--- config.mk ---
export PLATFORM = sky130hd
export DESIGN_NAME = act_bram_tile_loader
export DESIGN_NICKNAME = d
export VERILOG_FILES = /design/src/rtl/act_bram_tile_loader.sv
export SDC_FILE = /design/constraint.sdc
export NUM_CORES = 1
export LEC_CHECK = 0
export ABC_CLOCK_PERIOD_IN_PS = 3200
export CORE_AREA = 2 2 136 138
export DETAILED_ROUTE_END_ITERATION = 7
export DIE_AREA = 0 0 138 140
export PLACE_DENSITY = 0.77
export SLEW_MARGIN = 20
export SYNTH_ARGS = -nofsm -noshare
export SYNTH_HDL_FRONTEND = slang
export SYNTH_SLANG_ARGS = --single-unit
--- constraint.sdc ---
create_clock -name clk -period 3.2 [get_ports clk]
set_input_delay 0.32 -clock clk [delete_from_list [all_inputs] [get_ports clk]]
set_output_delay 0.32 -clock clk [all_outputs]
set_load 0.01 [all_outputs]
--- src/rtl/act_bram_tile_loader.sv ---
// Streams a row-major tile from a 32-bit BRAM into ARRAY_N row RAMs,
// absorbing the one-cycle BRAM read latency with a single write-side register stage.
module act_bram_tile_loader #(
    parameter int ARRAY_N    = 8,
    parameter int RAM_SIZE   = 1024,
    parameter int ADDR_WIDTH = $clog2(RAM_SIZE),
    parameter int DATA_WIDTH = 32
) (
    input  logic                       clk,
    input  logic                       reset_n,
    input  logic                       start,
    input  logic [31:0]                bram_base_addr,
    input  logic [$clog2(ARRAY_N):0]   num_rows,
    input  logic [ADDR_WIDTH:0]        row_len,
    input  logic [ADDR_WIDTH-1:0]      ram_base_addr,
    input  logic                       hold,
    output logic [31:0]                bram_addr,
    output logic                       bram_en,
    input  logic [DATA_WIDTH-1:0]      bram_rdata,
    output logic [ARRAY_N-1:0]         ram_w_en,
    output logic [ADDR_WIDTH-1:0]      ram_w_addr,
    output logic [DATA_WIDTH-1:0]      ram_w_data,
    output logic                       busy,
    output logic                       done,
    output logic                       cmd_err
);

    localparam int NRW = $clog2(ARRAY_N) + 1;
    localparam int RW  = (ARRAY_N > 1) ? $clog2(ARRAY_N) : 1;
    localparam int LW  = ADDR_WIDTH + 1;

    localparam logic [NRW-1:0] MAX_ROWS = NRW'(ARRAY_N);
    localparam logic [LW-1:0]  MAX_LEN  = LW'(RAM_SIZE);

    typedef enum logic [1:0] {
        S_IDLE,
        S_ISSUE,
        S_DRAIN,
        S_FIN
    } state_t;

    state_t                r_state;
    state_t                w_next;

    logic [31:0]           r_base;
    logic [NRW-1:0]        r_nrows;
    logic [LW-1:0]         r_rowlen;
    logic [ADDR_WIDTH-1:0] r_rbase;

    logic [RW-1:0]         r_row;
    logic [LW-1:0]         r_col;
    logic [29:0]           r_off;

    logic [31:0]           r_last_addr;
    logic [ARRAY_N-1:0]    r_wen;
    logic [ADDR_WIDTH-1:0] r_waddr;
    logic                  r_cmd_err;

    logic                  w_illegal;
    logic                  w_accept;
    logic                  w_issue;
    logic                  w_last_col;
    logic                  w_last_row;
    logic [31:0]           w_cur_addr;
    logic [ARRAY_N-1:0]    w_onehot;

    assign w_illegal = (num_rows == '0) || (num_rows > MAX_ROWS) ||
                       (row_len == '0) || (row_len > MAX_LEN) ||
                       (bram_base_addr[1:0] != 2'b00);
    assign w_accept   = (r_state == S_IDLE) && start && !w_illegal;
    assign w_issue    = (r_state == S_ISSUE) && !hold;
    assign w_last_col = (r_col == r_rowlen - 1'b1);
    assign w_last_row = (NRW'(r_row) == r_nrows - 1'b1);
    // Running word offset r*row_len+k, so no multiplier is needed.
    assign w_cur_addr = r_base + {r_off, 2'b00};
    assign w_onehot   = ARRAY_N'(1) << r_row;

    assign ram_w_en   = r_wen;
    assign ram_w_addr = r_waddr;
    assign ram_w_data = bram_rdata;
    assign cmd_err    = r_cmd_err;

    always_comb begin
        w_next    = r_state;
        bram_en   = 1'b0;
        bram_addr = r_last_addr;
        busy      = 1'b0;
        done      = 1'b0;
        unique case (r_state)
            S_IDLE: begin
                if (w_accept) w_next = S_ISSUE;
            end
            S_ISSUE: begin
                busy = 1'b1;
                if (w_issue) begin
                    bram_en   = 1'b1;
                    bram_addr = w_cur_addr;
                    if (w_last_col && w_last_row) w_next = S_DRAIN;
                end
            end
            S_DRAIN: begin
                busy   = 1'b1;
                w_next = S_FIN;
            end
            S_FIN: begin
                done   = 1'b1;
                w_next = S_IDLE;
            end
            default: w_next = S_IDLE;
        endcase
    end

    always_ff @(posedge clk) begin
        if (!reset_n) begin
            r_state     <= S_IDLE;
            r_base      <= '0;
            r_nrows     <= '0;
            r_rowlen    <= '0;
            r_rbase     <= '0;
            r_row       <= '0;
            r_col       <= '0;
            r_off       <= '0;
            r_last_addr <= '0;
            r_wen       <= '0;
            r_waddr     <= '0;
            r_cmd_err   <= 1'b0;
        end else begin
            r_state   <= w_next;
            r_cmd_err <= (r_state == S_IDLE) && start && w_illegal;
            if (w_accept) begin
                r_base   <= bram_base_addr;
                r_nrows  <= num_rows;
                r_rowlen <= row_len;
                r_rbase  <= ram_base_addr;
                r_row    <= '0;
                r_col    <= '0;
                r_off    <= '0;
            end
            if (w_issue) begin
                r_last_addr <= w_cur_addr;
                r_off       <= r_off + 30'd1;
                r_waddr     <= r_rbase + r_col[ADDR_WIDTH-1:0];
                if (w_last_col) begin
                    r_col <= '0;
                    r_row <= r_row + 1'b1;
                end else begin
                    r_col <= r_col + 1'b1;
                end
            end
            r_wen <= w_issue ? w_onehot : '0;
        end
    end

endmodule

**Word level (Yosys, flattened, before mapping)**

Cells that the tools add are included.

- ROM bits: 0
- Memories kept: 0
- Bits in registers: 154
- Memory bits (writable): 0
- Input bits: 93
- Latch bits: 0

- Mux-type cells: 18
- Bitwise gates (word level): 0
- Divide/modulo/power cells: 0
- $mul: 0
- Reduce and logical (&&, ||, !) cells: 19
- Equal/unequal tests: 8
- $lt $le $gt $ge: 2
- Shift operators: 1
- $add $sub $neg: 7

Operators by type and width:

| cell | count |
|---|---|
| $mux 32 | 2 |
| $mux 30 | 2 |
| $mux 11 | 3 |
| $add 32x32->32 | 1 |
| $add 30x1->30 const B | 1 |
| $add 11x1->11 const B | 1 |
| $eq 11x11->1 | 1 |
| $gt 11x11->1 const B | 1 |
| $logic_not 11->1 | 1 |
| $sub 11x1->11 const B | 1 |
| $add 10x10->10 | 1 |
| $mux 3 | 3 |
| $pmux 2 s4 | 1 |
| $shl 1x3->8 const A | 1 |
| $mux 2 | 3 |
| $logic_and 1x1->1 | 5 |
| $eq 2x2->1 const B | 2 |
| $eq 3x4->1 | 1 |
| $gt 4x4->1 const B | 1 |
| $logic_not 4->1 | 1 |
| $logic_or 1x1->1 | 4 |
| $mux 1 | 4 |
| $ne 2x2->1 const B | 2 |
| $reduce_bool 2->1 | 2 |
| other kinds (9) | 10 |

**Depth between registers and ports, before layout**

- Word-level depth: 10
- Mapped depth: 12
- Gate-level depth less buffers: 11

**Worst setup path after synthesis**

OpenSTA, ideal clock, no wires.

- Kind: reg2out
- From: register r_off[6]
- To: output port bram_addr[31]
- Arrival: 2.424 ns
- Path slack: 0.456 ns
- Buffers on the path: 0
- Cell stages (with the launch flop): 10
- Path through: dfxtp_1 ha_1 o21a_1 o211a_1 o2111ai_1 o21ai_1 a41oi_1 o41a_1 xnor2_1 a21oi_1

- Longest elaborated chain between the ends: 3

RTL lines:

| element | line | source |
|---|---|---|
| start, declared | 52 | `logic [29:0] r_off;` |
| start signal, assigned | 141 | `r_off <= r_off + 30'd1;` |
| $add 32x32->32 | 75 | `assign w_cur_addr = r_base + {r_off, 2'b00};` |
| $mux 32 | 95 | `if (w_issue) begin` |
| $mux 32 | 89 | `unique case (r_state)` |
| end, declared | 17 | `output logic [31:0] bram_addr,` |

No other way between the ends.

**Final worst setup path**

- From: register r_off[0]
- To: output port bram_addr[28]

Same word-level chain as after synthesis.

==> flow_summary.json <==
{
  "dr_wl_met3_mm": 1.388,
  "power_density_mw_per_mm2": 392.6,
  "instances_no_fill": 1515,
  "cp_data_arrival_time_ps": 2940,
  "core_area_sq_mm": 0.01778,
  "dp_cells": 1459,
  "slew-limit-headroom_pct": 45.83,
  "layout-drive-gt1-share_pct": 15.24,
  "tightest_slew_ps": 809.6,
  "fmax_ghz": 0.3069,
  "nets": 1419,
  "synth-edff-count": 0,
  "outcome": "complete, but fails checks",
  "final_util_pct": 63.01,
  "place.gp.congestion": 0.9410,
  "violations": "setup timing",
  "hold_buffers": 0,
  "via_per_inst": 5.607,
  "yosysSeqAreaShare_pct": 35.32,
  "grt_pass1_wl_mm": 38.88,
  "tritoncts": "built",
  "finalSetupViolCount": 3,
  "rsz0062_at_grt": "true",
  "slew_violations": 0,
  "hp-start": "bram_base_addr[16]",
  "cts_buffer_depth": 2,
  "fin_area_sq_mm": 0.01120,
  "io_pins": 179,
  "ys_warn_count": 0,
  "p_leak_nw": 4.616,
  "syn-num-nets": 1291,
  "root_buffer": "clkbuf_16",
  "async_flop_share_pct": 0,
  "post-route-drc-count": 0,
  "grt-ovfl-total": 0,
  "critPathLaunchType": "flop",
  "portBuffers": 114,
  "hp-class": "input pin to flop",
  "drtAntennaViolNets": 0,
  "drt-met1-wl_mm": 11.00,
  "syn_inst": 1146,
  "antenna_cells": 0,
  "drt_pass1_iterations": 5,
  "reg2reg_from": "r_off[6]",
  "period_share_pct": 101.8,
  "ys.flop_type": "dfxtp_1",
  "seq_area_sq_mm": 0.003097,
  "num_rows": 49,
  "antenna_found_initial": 0,
  "hold_ws_ps": 428.2,
  "setup_ws_ps": -58.46,
  "routed-via-count": 8495,
  "dr_wl_met2_mm": 11.10,
  "clk_latency_ps": 440,
  "grt_max_degree": 96,
  "routed_wl_mm": 24.25,
  "vdd.ir_drop.worst_uv": 424.7,
  "placed_area_sq_mm": 0.01018,
  "critPathMaxFanout": 3,
  "grtUsageTotal_pct": 24.30,
  "multi_input_area_sq_mm": 0.005390,
  "worstPathRequired_ps": 2880,
  "synth_cell_types": 67,
  "die_w_um": 138,
  "synth.cell_area_sq_mm": 0.008728,
  "clk_pin_slew_ps": 60,
  "hpwl_mm": 16.41,
  "wl_per_cell_um": 16.01,
  "syn_area_per_cell_sq_um": 7.616,
  "cts.sinks": 154,
  "dieHeight_um": 140,
  "fillers": 1539,
  "power.total_w": 0.004399,
  "period_minus_slack_ps": 3258,
  "hold_viol": 0,
  "initial_core_util_pct": 49.09,
  "ys_ff_latch": 154,
  "crit_type": "flop to primary output",
  "htreeDepth": 4,
  "cp-end-kind": "primary output",
  "routed.top_layer": "met4",
  "die_area_sq_mm": 0.01932,
  "area_growth_pct": 28.35,
  "startpoint": "r_off[0]",
  "fin_skew_ps": 9.825,
  "max_cap_viol_count": 0,
  "grt_pass1_vias": 8005,
  "cts_buffers": 17,
  "drt_iter0_drc": 557
}
## worst max-delay path: stages, from the launching register on
cell and delay, ps:
dfxtp_2 330, ha_4 160, fa_2 330, a21o_1 180
a21oi_2 200, o21ai_2 80, nand4_1 200, nand3_4 140
buf_6 150, buf_6 120, a21oi_4 140, mux2i_2 260
nand2_1 70, buf_2 140
## sequential cells by signal (all words and copies together), names as in the netlist, 2 cells and up
register and flops:
r_col 11, r_state 2, r_rbase 10, ram_w_addr 10
ram_w_en 8, r_last_addr 32, r_row 3, r_base 32
r_off 30, r_rowlen 11, r_nrows 4
## cells in the final DEF, fill, tap and decap left out, drive strengths merged, types with 25 or more instances in the layout
master,synthesis,layout
a31oi,26,26
and3,27,27
inv,28,30
ha,50,50
clkdlybuf4s50,0,91
nor2,70,70
a21oi,134,134
nor3,25,25
dfxtp,154,154
nand2,230,230
buf,46,92
nand3,45,45
xnor2,25,25
o21ai,62,62
## cell families (layout without fill, tap and decap cells)
group           after synthesis  count (layout)  share of synthesized area [%]
compound gates              302             302                          20.64
flops                       154             154                          35.32
buf+inv                     118             258                          6.580
fa+ha+maj                    52              52                          7.626
xor+xnor                     48              48                          4.816
mux                           6               6                         0.7024
simple gates                466             466                          24.31
## final timing paths
path                     end  slack [ps]  depth (start not counted)
max            bram_addr[28]         -60                         13
min               r_base[16]         430                          3
min reg2reg    ram_w_addr[7]         450                          2
max reg2reg  r_last_addr[27]          10                         18
## stage by stage
step           worst slack [ps]  setup TNS [ps]
3_3_place_gp             -59.52          -121.8
3_5_place_dp             -165.7          -535.5
6_report                 -58.46          -114.8
2_1_floorplan             456.4               0
5_1_grt                  -198.8          -876.8
4_1_cts                  -76.69          -105.6
## power by group
part	switching [W]	internal (W)
clock network	0.000808	0.00108
logic	0.000276	0.000233
registers	0.0000370	0.00197
total	0.00112	0.00328
## per-layer routing
metal | GRT usage, % | up-vias
met5 | 0 | -
met4 | 10.42 | 0
met3 | 4.957 | 58
met2 | 39.47 | 292
met1 | 31.51 | 3905
li1 | - | 4240
## repair_timing
action | CTS | global route
setup buffers | 20 | 6
setup endpoints to repair | 25 | 22
pin swaps | 18 | 23
gates resized for setup | 74 | 62
## cell usage after synthesis (all sizes together), types with 4 or more instances
master   number  area [sq um]
and2         23         143.9
o2111ai       4         35.03
o21bai        6         45.04
nand4         9         56.30
nor2b         4         25.02
or3           5         31.28
o21ai        62         310.3
dfxtp       154          3083
o21a          9         68.82
nor2         70         270.3
a21oi       134         670.6
a31oi        26         162.7
xnor2        25         219.0
ha           50         625.6
and3         27         168.9
a211o         4         35.03
o211ai        4         30.03
buf          46         304.0
inv          28         105.1
a41oi         4         35.03
nor4          9         56.30
a21o         17         127.6
nand2b        6         37.54
nor3         25         136.4
clkbuf       43         161.4
mux2i         5         50.05
xor2         23         201.4
nand2       230         865.8
nand3        45         225.2
a211oi        9         72.57
## layout make-up
cell class / count / share of cell area, %
Tap cell: 229 / 2.558
Sequential cell: 154 / 27.64
Inverter: 29 / 0.9716
Timing Repair Buffer: 198 / 15.89
Clock buffer: 19 / 3.954
Clock inverter: 12 / 0.8711
Multi-Input combinational cell: 874 / 48.11
(Power assumes the default switching activity.)
